<file path="src/rtl/calc_arb_pkg.sv">
// calc_arb_pkg: shared state encoding, data width and mode constants for calc_arb.
package calc_arb_pkg;
  localparam int DW = 16;
  typedef logic [DW-1:0] data_t;
  typedef enum logic [1:0] {IDLE, ISSUE, WAIT, RESP} state_t;
  localparam logic MODE_ADD = 1'b1;
  localparam logic MODE_SUB = 1'b0;
endpackage

</file>
<file path="src/rtl/calc_arb_rr_pick.sv">
// rr_pick: combinational round-robin selector scanning last_i+1, last_i+2, ... modulo N.
module rr_pick #(
  parameter int N  = 4,
  parameter int IW = $clog2(N)
) (
  input  logic [N-1:0]  req_i,
  input  logic [IW-1:0] last_i,
  output logic [IW-1:0] idx_o,
  output logic          any_o
);
  always_comb begin
    idx_o = last_i;
    // Descending scan so the nearest requester after last_i is written last and wins.
    for (int k = N; k >= 1; k--)
      if (req_i[(int'(last_i) + k) % N]) idx_o = IW'((int'(last_i) + k) % N);
    any_o = |req_i;
  end
endmodule

</file>
<file path="src/rtl/calc_arb.sv">
// calc_arb: round-robin arbiter sequencing N requesters onto one shared add/sub unit.
// Define CALC_ARB_TIMEOUT_EN to add a WAIT timeout that returns an error response.
module calc_arb import calc_arb_pkg::*; #(
  parameter int N  = 4,
  parameter int DW = calc_arb_pkg::DW,
  parameter int IW = $clog2(N)
`ifdef CALC_ARB_TIMEOUT_EN
  , parameter int TIMEOUT = 15
`endif
) (
  input  logic            CLK,
  input  logic            RESET_n,
  input  logic [N-1:0]    REQ_VALID,
  input  logic [N-1:0]    REQ_MODE,
  input  logic [N*DW-1:0] REQ_DATAA,
  input  logic [N*DW-1:0] REQ_DATAB,
  output logic [N-1:0]    REQ_READY,
  output logic [N-1:0]    RSP_VALID,
  output logic [IW-1:0]   RSP_ID,
  output logic [DW-1:0]   RSP_DATA,
  output logic            RSP_ERR,
  output logic            BUSY,
  output logic            CALC_MODE,
  output logic            CALC_SINK_VALID,
  output logic [DW-1:0]   CALC_SINK_DATAA,
  output logic [DW-1:0]   CALC_SINK_DATAB,
  input  logic            CALC_SOURCE_VALID,
  input  logic [DW-1:0]   CALC_SOURCE_DATA
);
  localparam logic [N-1:0] ONE = 1;
  state_t state_q, state_d;
  logic [IW-1:0] last_q, g_q, rsp_id_q, win;
  logic [N-1:0] ready_q, rsp_valid_q;
  logic [DW-1:0] a_q, b_q, rsp_data_q;
  logic mode_q, sink_q, busy_q, any, to, done;
  rr_pick #(.N(N), .IW(IW)) u_pick (.req_i(REQ_VALID), .last_i(last_q), .idx_o(win), .any_o(any));
`ifdef CALC_ARB_TIMEOUT_EN
  localparam int CW = $clog2(TIMEOUT + 1);
  logic [CW-1:0] cnt_q;
  logic err_q;
  assign to = state_q == WAIT && !CALC_SOURCE_VALID && cnt_q == CW'(TIMEOUT - 1);
  always_ff @(posedge CLK or negedge RESET_n)
    if (!RESET_n) begin
      cnt_q <= '0;
      err_q <= 1'b0;
    end else begin
      cnt_q <= state_q == WAIT ? cnt_q + 1'b1 : '0;
      if (done) err_q <= to;
    end
  assign RSP_ERR = err_q;
`else
  assign to = 1'b0;
  assign RSP_ERR = 1'b0;
`endif
  assign done = state_q == WAIT && (CALC_SOURCE_VALID || to);
  always_comb
    state_d = state_q == IDLE  ? (any ? ISSUE : IDLE) :
              state_q == ISSUE ? WAIT :
              state_q == WAIT  ? (done ? RESP : WAIT) : IDLE;
  always_ff @(posedge CLK or negedge RESET_n)
    if (!RESET_n) begin
      state_q     <= IDLE;
      last_q      <= IW'(N - 1);
      g_q         <= '0;
      mode_q      <= 1'b0;
      a_q         <= '0;
      b_q         <= '0;
      ready_q     <= '0;
      sink_q      <= 1'b0;
      rsp_valid_q <= '0;
      rsp_id_q    <= '0;
      rsp_data_q  <= '0;
      busy_q      <= 1'b0;
    end else begin
      state_q     <= state_d;
      busy_q      <= state_d != IDLE;
      ready_q     <= '0;
      sink_q      <= 1'b0;
      rsp_valid_q <= '0;
      if (state_q == IDLE && any) begin
        g_q     <= win;
        last_q  <= win;
        mode_q  <= REQ_MODE[win];
        a_q     <= REQ_DATAA[int'(win)*DW +: DW];
        b_q     <= REQ_DATAB[int'(win)*DW +: DW];
        ready_q <= ONE << win;
        sink_q  <= 1'b1;
      end
      if (done) begin
        rsp_valid_q <= ONE << g_q;
        rsp_id_q    <= g_q;
        rsp_data_q  <= to ? '0 : CALC_SOURCE_DATA;
      end
    end
  assign REQ_READY       = ready_q;
  assign RSP_VALID       = rsp_valid_q;
  assign RSP_ID          = rsp_id_q;
  assign RSP_DATA        = rsp_data_q;
  assign BUSY            = busy_q;
  assign CALC_MODE       = mode_q;
  assign CALC_SINK_VALID = sink_q;
  assign CALC_SINK_DATAA = a_q;
  assign CALC_SINK_DATAB = b_q;
endmodule

</file>
<file path="config.mk">
export PLATFORM = sky130hd
export DESIGN_NAME = calc_arb
export DESIGN_NICKNAME = d
export VERILOG_FILES = /design/src/rtl/calc_arb_pkg.sv /design/src/rtl/calc_arb_rr_pick.sv /design/src/rtl/calc_arb.sv
export SDC_FILE = /design/constraint.sdc
export NUM_CORES = 1
export LEC_CHECK = 0
export BUFFER_PORTS_ARGS = -buffer_cell sky130_fd_sc_hd__buf_2
export CAP_MARGIN = 10
export CORE_ASPECT_RATIO = 1.75
export CORE_MARGIN = 2
export CORE_UTILIZATION = 40
export CTS_CLUSTER_SIZE = 25
export DETAILED_ROUTE_END_ITERATION = 10
export GPL_ROUTABILITY_DRIVEN = 0
export MAX_ROUTING_LAYER = met4
export PLACE_DENSITY = 0.76
export SYNTH_ARGS = -nofsm -noshare
export SYNTH_HDL_FRONTEND = slang
export SYNTH_HIERARCHICAL = 1
export SYNTH_SLANG_ARGS = --single-unit
</file>
<file path="constraint.sdc">
create_clock -name CLK -period 4.5 [get_ports CLK]
set_clock_uncertainty 0.05 [all_clocks]
set_input_delay 0.9 -clock CLK [delete_from_list [all_inputs] [get_ports CLK]]
set_output_delay 0.9 -clock CLK [all_outputs]
set_load 0.1 [all_outputs]
</file>
==> metrics.md, run 1 <==
| Metric | Value |
|---|---|
| Status | `complete, no violations` |
| Synth area leader | `dfrtp_1` |
| I/O Buffers | `215` |
| Slew headroom | `0.282` |
| Routed Antenna Nets | `0` |
| Synth top area cells | `dfrtp_1, mux4_2, mux2_2` |
| CP Class | `input port to flip-flop` |
| Fin crit share | `0.710` |
| Hold path cells | `1` |
| CP Max Fanout | `20` |
| First-pass DRT Iterations | `4` |
| Worst path max stage delay | `0.71 ns` |
| Routed wire per std cell | `18.3 um` |
| Pins Over Slew Limit | `0` |
| Hold WC Path Type | `flip-flop to flip-flop` |
| Setup violations, final | `0` |
| Cell Rows | `44` |
| Hpwl dp | `7.82 mm` |
| Total Wirelength | `9.92 mm` |
| Worst setup EP type | `flip-flop` |
| Post-Route Utilization | `0.593` |
| Clk root buf | `clkbuf_16` |
| Nets@finish | `580` |
| Share of cells above drive strength 1 | `0.761` |
| 1st-iter DRT viols | `62` |
| Die Wd | `74.1 um` |
| Initial antenna violation count | `1` |
| Core footprint | `8310 sq um` |
| Starting Density | `0.414` |
| FF+latch area | `1680 sq um` |
| Vias | `2,716` |
| Clk buf depth | `2` |
| Chip height | `127 um` |
| Critical path, cell by cell | `buf_2 -> or4_1 -> nand2_2 -> clkinv_1 -> buf_4 -> mux2_4` |
| GRT met3 Usage | `0.0477` |
| CTS Hold Bufs | `0` |
| TritonCTS buffer count | `9` |
| Min Tclk post-route | `3.19 ns` |
| Max stage delay cell, worst path | `clkinv_1` |
| Mapped Area | `3440 sq um` |
| Postcts setup bufs | `0` |
| Number of global-route vias before repair | `3,068` |
| GR peak layer | `met2` |
| Critical Path Start Type | `input port` |
| Clk Latency, worst-skew pair | `0.32 ns` |
| CTS tree | `done` |
| Fillers | `703` |
| # IOs | `217` |
| Max-Cap Viols | `0` |
| Clk slew on worst S/H paths | `0.05 ns` |
| Clk sink count | `67` |
| Area delta synth->final | `43.5%` |
| DP Cell Count | `526` |
| Fmax | `313 MHz` |
| Overflow after GRT | `0` |
| Largest net degree at the start of global routing | `37` |
| Vias per inst | `5.00` |
| Syn Nets | `363` |
| Mapped Cells | `205` |
| Sum of negative setup slack | `0 ns` |
| RSZ-0062 raised after global routing | `no` |
| GR Layer Usage met1 | `0.230` |
| Yosys cell types | `34` |
| Critical Path AT | `3.35 ns` |
| Htree depth | `3` |
| Die Footprint | `9380 sq um` |
| Avg Cell Area, Syn | `16.8 sq um` |
| Remaining DRCs | `0` |
| Fin cells | `543` |
| Post-CTS sizing | `0` |
| Share of the synthesized area in the top cell type | `0.473` |
| Sequential area share after synthesis | `0.488` |
| First-pass GRT wire length | `15.0 mm` |
| Total Routing Usage GR | `0.225` |
| Reg2Reg Depth | `5` |
| Grt met2 use | `0.388` |
| Hold Fails Final Rpt | `0` |
| Syn. warnings | `6` |
| Synthesis-stage register bit count | `67` |
| WP data required | `4.65 ns` |
| Transition time of the tightest slew-check pin | `1.07 ns` |
| Multi-input logic area | `1640 sq um` |
Yosys cell counts:
cell	instances
a21o_1	4
nand2_2	1
mux2_4	20
nor3_1	3
mux2_2	31
dfrtp_1	65
ha_1	3
a21oi_1	2
a221o_1	1
mux2i_1	1
o311ai_0	1
clkinv_1	1
and4_1	1
buf_2	7
nor2b_1	2
nand2_1	1
dfstp_2	2
buf_1	1
o22ai_1	1
and2_1	1
inv_1	6
mux4_2	33
nor2_1	1
clkbuf_1	2
buf_12	2
a31oi_1	1
buf_6	1
or4_1	1
nand2b_1	1
and3_1	2
nor3b_1	3
buf_4	1
conb_1	1
o31ai_1	1
metal layers:
layer,up-vias,share of wire
met5,-,0
met4,0,0.033
met3,24,0.058
met2,104,0.56
met1,1366,0.35
li1,1222,-
worst max-delay path, delay by kind of cell:
family | cells | cell delay, ns
buf+inv | 3 | 1.34
simple gates | 2 | 0.77
mux | 1 | 0.32
path summary, 6_finish.rpt:
kind	slack, ns	end	startpoint
max	1.31	CALC_SINK_DATAB[8]	REQ_VALID[3]
min in group asynchronous	0.58	RSP_DATA[2]	RESET_n
max in group asynchronous	2.88	RSP_DATA[6]	RESET_n
max reg2reg	1.68	CALC_SINK_DATAB[0]	last_q[1]
min	0.45	CALC_SINK_DATAA[9]	CALC_SINK_DATAA[9]
min reg2reg	0.45	CALC_SINK_DATAA[9]	CALC_SINK_DATAA[9]
final cells by class:
type / count / share of cell area
Antenna cell: 1 / 0.000507
Clock buffer: 10 / 0.0484
Clock inverter: 6 / 0.0180
Inverter: 7 / 0.00533
Multi-Input combinational cell: 117 / 0.332
Sequential cell: 67 / 0.340
Tap cell: 115 / 0.0292
Timing Repair Buffer: 220 / 0.226
registers in the layout, indices dropped and copies added, names as in the netlist:
name	cells
BUSY	1
CALC_SINK_VALID	1
RSP_DATA	16
state_q	2
g_q	2
REQ_READY	4
CALC_SINK_DATAB	16
CALC_MODE	1
CALC_SINK_DATAA	16
RSP_VALID	4
last_q	2
RSP_ID	2
through the flow:
stage,area (sq um),setup slack (ns),hold slack (ns)
floorplan,3440,1.99,0.424
global placement,4600,1.06,0.434
detailed placement,4600,0.972,0.438
CTS,4930,1.32,0.452
global route,4930,1.18,0.459
finish,4930,1.31,0.450
layout by cell type (no fill, tap or decap), drive strengths merged, types with 2 or more instances in the layout:
cell,instances
bufinv,2
ha,3
nor3,3
clkbuf,10
dfstp,2
clkinvlp,2
a21oi,2
clkinv,3
mux4,33
nor3b,3
nand2,2
and3,2
buf,220
dfrtp,65
nor2b,2
mux2,51
a21o,4
inv,6
logic make-up (layout without fill, tap and decap cells):
family,count (synthesis),after routing,synth area share
mux,85,85,0.408
flops,67,67,0.488
buf+inv,21,243,0.0382
simple gates,17,17,0.0306
compound gates,11,11,0.0229
fa+ha+maj,3,3,0.0109
other cells,1,2,0.00109
Power of run 1 is not shown: default switching activity piles up to over one toggle a cycle in this logic, so the estimate is an artifact.
==> inputs of run 2 (changes only) <==
- clock period: 4.5 -> 2.97 ns (I/O delays scaled with it)
==> run 2 against run 1 <==
Against the previous run:
- routed wire length shrank 0.69%
- register-to-register slack lost 1.1 ns
- critical path depth is the same
- sequential share of layout area grew 0.069 points
- cell area shrank 0.20%
- global-route usage shrank 0.43 points
- hold slack lost 0.15 ns
- first-iteration DRC count grew 53%
- via count grew 1.3%
- clock-buffer cell count shrank 1
- critical endpoint is now CALC_SINK_DATAB[14]
- highest routed layer unchanged
==> metrics.md, run 2 (synthesized netlist as in run 1, its figures left out) <==
| Metric | Value |
|---|---|
| Pins Over Slew Limit | `0 (unchanged)` |
| Fin crit share | `0.797` |
| Area delta synth->final | `43.2%` |
| Cell Rows | `44 (unchanged)` |
| Crit path depth | `6 (unchanged)` |
| Buf/Inv on CP | `1 (-2)` |
| Reg2Reg Depth | `6 (+1)` |
| Overflow after GRT | `0 (unchanged)` |
| Critical Path Start Type | `flip-flop` |
| Clk slew on worst S/H paths | `0.06 ns (about the same)` |
| Starting Density | `0.414 (unchanged)` |
| Most common cell after layout, fill and taps aside | `buf_2` |
| Total Wirelength | `9.85 mm (-0.69%)` |
| Die Footprint | `9380 sq um (unchanged)` |
| Routed Antenna Nets | `0 (unchanged)` |
| Post-Route Utilization | `0.592 (-0.00120)` |
| RSZ-0062 raised after global routing | `no` |
| TritonCTS buffer count | `9 (unchanged)` |
| Transition time of the tightest slew-check pin | `0.790 ns (-0.284 ns)` |
| Core footprint | `8310 sq um (unchanged)` |
| Min Hold Slack | `0.296 ns (-0.153 ns)` |
| R2r setup slk | `0.60 ns (-1.08 ns)` |
| CP Max Fanout | `24 (+20%)` |
| Max-Cap Viols | `0 (unchanged)` |
| Post-CTS sizing | `0 (unchanged)` |
| CTS tree | `done` |
| Postcts setup bufs | `0 (unchanged)` |
| Setup violations, final | `0 (unchanged)` |
| Slew headroom | `0.473 (+0.191)` |
| Clk root buf | `clkbuf_16` |
| Nets@finish | `583 (+0.52%)` |
| Initial antenna violation count | `1 (unchanged)` |
| Reg-to-reg endpoint | `CALC_SINK_DATAB[14]` |
| Die Wd | `74.1 um (unchanged)` |
| I/O Buffers | `215 (unchanged)` |
| First-pass DRT Iterations | `6 (+2)` |
| Hold Fails Final Rpt | `0 (unchanged)` |
| Number of global-route vias before repair | `2,923 (-4.7%)` |
| CP top delay family | `multiplexers` |
| Total Routing Usage GR | `0.221 (-0.00431)` |
| Worst path max stage delay | `0.59 ns (-0.12 ns)` |
| Fin cells | `545 (+0.37%)` |
| Most frequent cells in the layout | `buf_2, dfrtp_1, mux4_2` |
| # IOs | `217 (unchanged)` |
| Reg-to-Reg Start | `last_q[1]` |
| Min Tclk post-route | `2.37 ns` |
| Critical path, cell by cell | `mux2i_1 -> nor2_1 -> a221o_2 -> buf_4 -> mux4_2 -> mux2_4` |
| Fmax | `423 MHz` |
| Max stage delay cell, worst path | `dfstp_2` |
| WP data required | `3.13 ns (-1.52 ns)` |
| Routed wire per std cell | `18.1 um (-1.1%)` |
| Worst setup EP type | `flip-flop` |
| Hold WC Path Type | `input port to asynchronous set/reset pin` |
| Critical Path AT | `2.52 ns (-0.83 ns)` |
| Worst Setup SP | `last_q[1]` |
| CTS Hold Bufs | `0 (unchanged)` |
| Chip height | `127 um (unchanged)` |
| Largest net degree at the start of global routing | `36 (-2.7%)` |
| Sum of negative setup slack | `0 ns (unchanged)` |
| Clk sink count | `67 (unchanged)` |
| Share of cells above drive strength 1 | `0.762 (+0.00111)` |
| Vias | `2,750 (+1.3%)` |
| Worst Setup EP | `CALC_SINK_DATAB[14]` |
| Clk Latency, worst-skew pair | `0.32 ns (about the same)` |
| Fillers | `679 (-3.4%)` |
| Clk buf depth | `2 (unchanged)` |
| Vias per inst | `5.05 (+0.88%)` |
| DP Cell Count | `529 (+0.57%)` |
| Remaining DRCs | `0 (unchanged)` |
| CP Class | `flip-flop to flip-flop` |
| Status | `complete, no violations` |
| Htree depth | `3 (unchanged)` |
| First-pass GRT wire length | `14.8 mm (-1.7%)` |
| Hpwl dp | `7.82 mm (about the same)` |
| 1st-iter DRT viols | `95 (+53%)` |
## run 2: worst reg2reg max path, stage by stage, from the launching register on
cell,delay [ns]
dfstp_2,0.59
mux2i_1,0.20
nor2_1,0.06
a221o_2,0.30
buf_4,0.27
mux4_2,0.51
mux2_4,0.27
## run 2: cell type report
type	instances	area [sq um]	area share
clock inverter	6	57.6	0.0117
timing repair buffer	223	1150	0.233
clock buffer	9	225	0.0457
antenna	1	2.50	0.000508
multi-input combinational	117	1640	0.333
sequential	67	1680	0.341
tap	115	144	0.0292
inverter	7	26.3	0.00534
## run 2: routing by layer
metal	track usage	wire, um	vias up
met5	-	0	-
met4	0.0930	253	0
met3	0.0620	661	24
met2	0.372	5410	101
met1	0.236	3530	1394
li1	-	-	1231
## run 2: worst min path at each step
stage                 from     endpoint  slack [ns]  depth (start not counted)
4_1_cts            RESET_n  RSP_DATA[1]        0.31                          1
2_1_floorplan      RESET_n         BUSY        0.25                          0
3_3_place_gp   RSP_DATA[0]  RSP_DATA[0]        0.43                          1
5_1_grt            RESET_n  RSP_DATA[1]        0.34                          1
6_report           RESET_n  RSP_DATA[1]        0.30                          1
3_5_place_dp   RSP_DATA[5]  RSP_DATA[5]        0.44                          1
## run 2: stage by stage
step / setup slack, ns / area [sq um]
detailed placement: 0.449 / 4640
global placement: 0.500 / 4640
floorplan: 0.757 / 3440
global route: 0.493 / 4920
CTS: 0.584 / 4920
finish: 0.604 / 4920
Power of run 2 is left out for the same reason.
